--- src/rtl/lsu_pkg.sv ---
// Shared definitions for the load/store unit: op codes, FSM states and
// request-legality helpers.
package lsu_pkg;

    localparam logic [3:0] OP_LB  = 4'b0000;
    localparam logic [3:0] OP_LH  = 4'b0001;
    localparam logic [3:0] OP_LW  = 4'b0010;
    localparam logic [3:0] OP_LBU = 4'b0100;
    localparam logic [3:0] OP_LHU = 4'b0101;
    localparam logic [3:0] OP_SB  = 4'b1000;
    localparam logic [3:0] OP_SH  = 4'b1001;
    localparam logic [3:0] OP_SW  = 4'b1010;

    typedef enum logic [2:0] {
        IDLE,
        ERR,
        RD,
        LD_DATA,
        RMW_RD,
        RMW_MRG,
        WR,
        RESP
    } lsu_state_t;

    // True for the eight op codes the unit implements.
    function automatic logic op_is_legal(input logic [3:0] op);
        case (op)
            OP_LB, OP_LH, OP_LW, OP_LBU, OP_LHU, OP_SB, OP_SH, OP_SW: return 1'b1;
            default: return 1'b0;
        endcase
    endfunction

    // True when the byte offset does not suit the access size.
    function automatic logic op_is_misaligned(input logic [3:0] op, input logic [1:0] byte_off);
        case (op)
            OP_LH, OP_LHU, OP_SH: return byte_off[0];
            OP_LW, OP_SW:         return byte_off != 2'b00;
            default:              return 1'b0;
        endcase
    endfunction

endpackage

--- src/rtl/lsu_align.sv ---
// Combinational lane logic: extract/extend a load lane from a memory word and
// merge a byte/halfword store into a memory word (little-endian lanes).
module lsu_align
    import lsu_pkg::*;
(
    input  logic [3:0]  op,
    input  logic [1:0]  byte_off,
    input  logic [31:0] rdata,
    input  logic [15:0] wdata,
    output logic [31:0] load_data,
    output logic [31:0] merged
);

    logic [4:0]  shamt;
    logic [31:0] shifted;

    assign shamt   = {byte_off, 3'b000};
    assign shifted = rdata >> shamt;

    // Extract the addressed lane and sign- or zero-extend it.
    always_comb begin
        // NOTE: every output gets a default first so no path leaves it unassigned (no latch).
        load_data = shifted;
        case (op)
            OP_LB:   load_data = {{24{shifted[7]}}, shifted[7:0]};
            OP_LH:   load_data = {{16{shifted[15]}}, shifted[15:0]};
            OP_LBU:  load_data = {24'b0, shifted[7:0]};
            OP_LHU:  load_data = {16'b0, shifted[15:0]};
            default: load_data = shifted;
        endcase
    end

    // Replace the addressed byte/halfword lane of the read word with store data.
    always_comb begin
        merged = rdata;
        case (op)
            OP_SB:   merged = (rdata & ~(32'h0000_00FF << shamt)) | ({24'b0, wdata[7:0]} << shamt);
            OP_SH:   merged = (rdata & ~(32'h0000_FFFF << shamt)) | ({16'b0, wdata} << shamt);
            default: merged = rdata;
        endcase
    end

endmodule

--- src/rtl/load_store_unit.sv ---
// Load/store unit: accepts one request at a time, performs word loads with lane
// extraction, byte/halfword stores via read-modify-write, and returns a response.
module load_store_unit
    import lsu_pkg::*;
#(
    parameter int                    DATA_WIDTH = 32,
    parameter int                    ADDR_WIDTH = 10,
    parameter logic [ADDR_WIDTH-1:0] RD_OFFSET  = 10'h0F0
) (
    input  logic                  clk,
    input  logic                  rst,
    input  logic                  req_valid,
    output logic                  req_ready,
    input  logic [3:0]            req_op,
    input  logic [31:0]           req_addr,
    input  logic [DATA_WIDTH-1:0] req_wdata,
    output logic                  resp_valid,
    input  logic                  resp_ready,
    output logic [DATA_WIDTH-1:0] resp_rdata,
    output logic                  resp_err,
    output logic [ADDR_WIDTH-1:0] mem_addr,
    output logic [DATA_WIDTH-1:0] mem_wdata,
    output logic                  mem_wr_rd,
    input  logic [DATA_WIDTH-1:0] mem_rdata
);

    lsu_state_t state, next_state;

    // Captured request
    logic [3:0]            op_q;
    logic [1:0]            off_q;
    logic [ADDR_WIDTH-1:0] idx_q;
    logic [15:0]           wdata_q;

    logic                  req_bad;
    logic [ADDR_WIDTH-1:0] req_idx;
    logic [31:0]           load_data;
    logic [31:0]           merged;
    logic                  unused_addr_bits;

    // Address bits above the word index are deliberately ignored.
    assign unused_addr_bits = ^req_addr[31:ADDR_WIDTH+2];

    assign req_idx = req_addr[ADDR_WIDTH+1:2];
    assign req_bad = !op_is_legal(req_op) || op_is_misaligned(req_op, req_addr[1:0]);

    assign req_ready  = (state == IDLE);
    assign resp_valid = (state == RESP);
    assign mem_wr_rd  = (state != WR);

    lsu_align u_align (
        .op        (op_q),
        .byte_off  (off_q),
        .rdata     (mem_rdata),
        .wdata     (wdata_q),
        .load_data (load_data),
        .merged    (merged)
    );

    // State register.
    always_ff @(posedge clk or posedge rst) begin
        // NOTE: sequential state uses non-blocking assignments so all registers update together.
        if (rst) state <= IDLE;
        else     state <= next_state;
    end

    // Next-state logic.
    always_comb begin
        next_state = state;
        case (state)
            IDLE: begin
                if (req_valid) begin
                    if (req_bad)              next_state = ERR;
                    else if (req_op == OP_SW) next_state = WR;
                    else if (req_op[3])       next_state = RMW_RD;
                    else                      next_state = RD;
                end
            end
            ERR:     next_state = RESP;
            RD:      next_state = LD_DATA;
            LD_DATA: next_state = RESP;
            RMW_RD:  next_state = RMW_MRG;
            RMW_MRG: next_state = WR;
            WR:      next_state = RESP;
            RESP:    if (resp_ready) next_state = IDLE;
            default: next_state = IDLE;
        endcase
    end

    // Request capture, memory address/data and response registers.
    always_ff @(posedge clk or posedge rst) begin
        // NOTE: every register here, including the captured request, is cleared by reset so
        // an interrupted transaction leaves nothing behind.
        if (rst) begin
            op_q       <= '0;
            off_q      <= '0;
            idx_q      <= '0;
            wdata_q    <= '0;
            resp_rdata <= '0;
            resp_err   <= 1'b0;
            mem_addr   <= '0;
            mem_wdata  <= '0;
        end else begin
            case (state)
                IDLE: begin
                    if (req_valid) begin
                        op_q       <= req_op;
                        off_q      <= req_addr[1:0];
                        idx_q      <= req_idx;
                        wdata_q    <= req_wdata[15:0];
                        resp_rdata <= '0;
                        resp_err   <= req_bad;
                        if (!req_bad) begin
                            if (req_op == OP_SW) begin
                                mem_addr  <= req_idx;
                                mem_wdata <= req_wdata;
                            end else begin
                                // Memory adds RD_OFFSET on reads; pre-subtract it.
                                mem_addr <= req_idx - RD_OFFSET;
                            end
                        end
                    end
                end
                LD_DATA: resp_rdata <= load_data;
                RMW_MRG: begin
                    mem_wdata <= merged;
                    mem_addr  <= idx_q;
                end
                default: ;
            endcase
        end
    end

endmodule

--- config.mk ---
export PLATFORM = sky130hd
export DESIGN_NAME = load_store_unit
export DESIGN_NICKNAME = d
export VERILOG_FILES = /design/src/rtl/lsu_pkg.sv /design/src/rtl/lsu_align.sv /design/src/rtl/load_store_unit.sv
export SDC_FILE = /design/constraint.sdc
export NUM_CORES = 1
export LEC_CHECK = 0
export CAP_MARGIN = 20
export CELL_PAD_IN_SITES_DETAIL_PLACEMENT = 1
export CELL_PAD_IN_SITES_GLOBAL_PLACEMENT = 1
export CORE_MARGIN = 4
export CORE_UTILIZATION = 36
export CTS_BUF_LIST = sky130_fd_sc_hd__clkbuf_4
export DETAILED_ROUTE_END_ITERATION = 8
export PLACE_DENSITY = 0.86
export SETUP_SLACK_MARGIN = 0.1
export SLEW_MARGIN = 5
export SYNTH_ARGS = -nofsm -noshare
export SYNTH_HDL_FRONTEND = slang
export SYNTH_SLANG_ARGS = --single-unit
--- constraint.sdc ---
create_clock -name clk -period 4.3 [get_ports clk]
set_input_delay 0.645 -clock clk [delete_from_list [all_inputs] [get_ports clk]]
set_output_delay 0.645 -clock clk [all_outputs]
set_load 0.01 [all_outputs]
==> impl_metrics.ini <==
[global_route]
grt_usage_pct = 23.7
grt_pass1_vias = 5937
grt_util_met2_pct = 38.3
grt_use_met3_pct = 4.41
overflow = 0
grt_pass1_wl_um = 34400
grt-busiest-layer = met2
grt_max_degree = 57
antenna_found_initial = 0
gr-usage-met1_pct = 32.0

[setup_path]
cp.required_ns = 4.70
cp_num_cells = 6
critical_path_buf_inv_count = 2
cp_slowest_stage_delay_ns = 0.68
r2r_end = mem_wdata[17]
critPathArrivalTime_ns = 3.22
cp_slowest_cell = a21oi_4
worst_setup_path_end_kind = flip-flop
path_delay_family = compound AO/OA/AOI/OAI gates
critPathLaunchType = input pin
cp_cell_sequence = clkdlybuf4s50_1 > or4_4 > a21bo_1 > buf_4 > a21oi_4 > mux2_2
r2r_slack_ns = 1.57
reg2reg_depth = 6
worstReg2RegStart = off_q[0]
critPathKind = input pin to flip-flop
path_max_fanout = 22

[sta]
fin_setup_tns_ns = 0
fmax_mhz = 354
setup_viol = 0
drv_slew = 0
timing.final.crit_period_ns = 2.82
timing.slew.headroom_pct = 45.6
finClkSkew_ns = 0.0353
min_period_over_period_pct = 65.7
rsz0062_at_grt = no
tightest_slew_ns = 0.814
hold_viol_final = 0

[floorplanning]
core_region_area_mm2 = 0.0161
die_area_mm2 = 0.0187
die-height_um = 137
rows = 46
initial_core_util_pct = 37.3
chipWidth_um = 137
pin_count = 182

[cts]
clockBufferDepth = 2
cts_hold_buf = 0
ctsResizeCount = 0
cts_setup_buffers = 0
cts.sinks = 110
h-tree-depth = 3
tritoncts.num_buffers = 9
cts_tree = built
root_buffer = clkbuf_4
clk_pin_slew_worst_paths_ns = 0.18
clock_latency_ns = 0.50

[hold_path]
min_from = resp_rdata[0]
whs_path_depth = 1
hold-path-endpoint = resp_rdata[0]
hp-class = flip-flop to flip-flop

[logic_synthesis]
synth_flop_cell = dfrtp_1
async_flop_share_pct = 100
synth_top_area_cell = dfrtp_1
synth_area_mm2 = 0.00598
avgSynthCellArea_um2 = 9.62
ys_warn_count = 0
synth_edf_count = 0
yosysUniqueCellTypes = 57
synthTopCellsByArea = dfrtp_1 (46%), nand2_1 (7.7%), mux2_2 (5.6%)
synth_top_cell_area_share_pct = 46.0
ys_ff_latch = 110
synth-seq-area-share_pct = 46.0
synthCells = 622
syn-num-nets = 731

[route]
drt-pass1-iter-count = 4
wl_um = 22000
via_per_inst = 5.76
wl_per_cell_um = 22.5
num_vias = 5638
drcViolationCount = 0
drt-initial-drc-count = 355
postRouteAntennaNets = 0

[layout]
fin_nets = 867
layout-drive-gt1-share_pct = 9.57
diodes = 0
area_growth_pct = 32.2
final_util_pct = 49.3

[pwr]
power_density_mw_per_mm2 = 654
ir_drop_uv = 249
leakage_nw = 3.34
power_mw = 5.17

[placement]
post-dp-hpwl_um = 16500
gp_congestion = 0.904
io_buffers = 161

[job]
maxCapViolCount = 0

[status]
status = completed
==> state kept, by name, summed over array words and instances (netlist names) <==
| signal | cells |
|---|---|
| mem_addr | 10 |
| mem_wdata | 32 |
| resp_rdata | 32 |
| resp_err | 1 |
| idx_q | 10 |
| wdata_q | 16 |
| off_q | 2 |
| state | 3 |
| op_q | 4 |
==> report_power, final <==
group	leakage, nW	total [mW]	internal (mW)	switching (mW)
Combinational	1.92	2.72	1.37	1.34
Sequential	1.36	1.95	1.50	0.446
Clock	0.0633	0.507	0.125	0.382
==> routing by layer <==
metal  wire (um)  vias up
met3        1340       33
met4         582        0
met1        9460     2868
met5           0        -
met2       10600      190
li1            -     2547
==> cell type report <==
type,count,area (um2)
clock buffers,9,67.6
clock inverters,7,55.1
fillers,1784,8150
inverters,17,66.3
multi-input cells,444,2950
flip-flops and latches,110,2750
well taps,216,270
repair buffers,176,1740
==> placed cells by master (no fill, tap or decap), types with 3 or more instances in the layout <==
master             n
ha_1               5
a311oi_1           3
o211ai_1          16
inv_1             16
mux2_2            30
and3b_1            9
clkdlybuf4s50_1  161
nor2_1            35
clkbuf_4           9
nand2_1          123
a31oi_1           15
o21ai_0           24
o221ai_1           7
o22ai_1            4
and2_1             7
inv_6              3
nor2b_1            5
nand3_1           12
a21oi_1           21
a22o_1             4
o21a_1             3
a32oi_1            8
a221o_1           29
mux2i_1           19
buf_4             12
o2bb2ai_1         21
xnor2_1            4
dfrtp_1          109
nand3b_1           4
==> worst reg2reg max path, stage by stage (launching register included) <==
cell and delay, ns:
dfrtp_2 0.60, inv_1 0.56, ha_1 0.35, mux2i_1 0.52
o21ai_0 0.26, a31oi_1 0.22, mux2_2 0.17
==> how the worst max path moves through the flow <==
stage	from	to
6_report	req_op[0]	mem_wdata[12]
5_1_grt	state[0]	req_ready
4_1_cts	state[0]	resp_rdata[16]
3_5_place_dp	req_op[0]	mem_wdata[12]
3_3_place_gp	req_addr[0]	mem_wdata[12]
2_1_floorplan	rst	idx_q[0]
==> cell families (layout without fill, tap and decap cells) <==
kind of cell    Yosys count  in the layout  share of synthesized area, %
compound gates          170            170                          21.5
xor+xnor                  5              5                         0.732
simple gates            214            214                          16.6
buf+inv                  68            209                          4.89
mux                      50             50                          9.20
flops                   110            110                          46.0
fa+ha+maj                 5              5                          1.05
==> per-stage QoR <==
stage | setup slack [ns] | std cells | area [um2] | hold slack [ns]
floorplan | 0.753 | 622 | 5980 | 0.446
global placement | 1.06 | 960 | 7760 | 0.458
detailed placement | 0.963 | 961 | 7770 | 0.473
CTS | 1.24 | 977 | 7900 | 0.512
global route | 1.38 | 979 | 7910 | 0.545
finish | 1.48 | 979 | 7910 | 0.507
==> synthesized netlist by cell type (all sizes together), types with 4 or more instances <==
cell type / instances
nand2: 123
dfrtp: 110
clkbuf: 38
nor2: 36
mux2: 30
a221o: 29
o21ai: 25
a21oi: 22
o2bb2ai: 21
mux2i: 19
inv: 17
o211ai: 16
a31oi: 15
buf: 13
nand3: 12
and3b: 9
a32oi: 8
and2: 7
o221ai: 7
ha: 5
nor2b: 5
a22o: 4
nand3b: 4
o22ai: 4
xnor2: 4
Power figures use the tool's default switching activity.
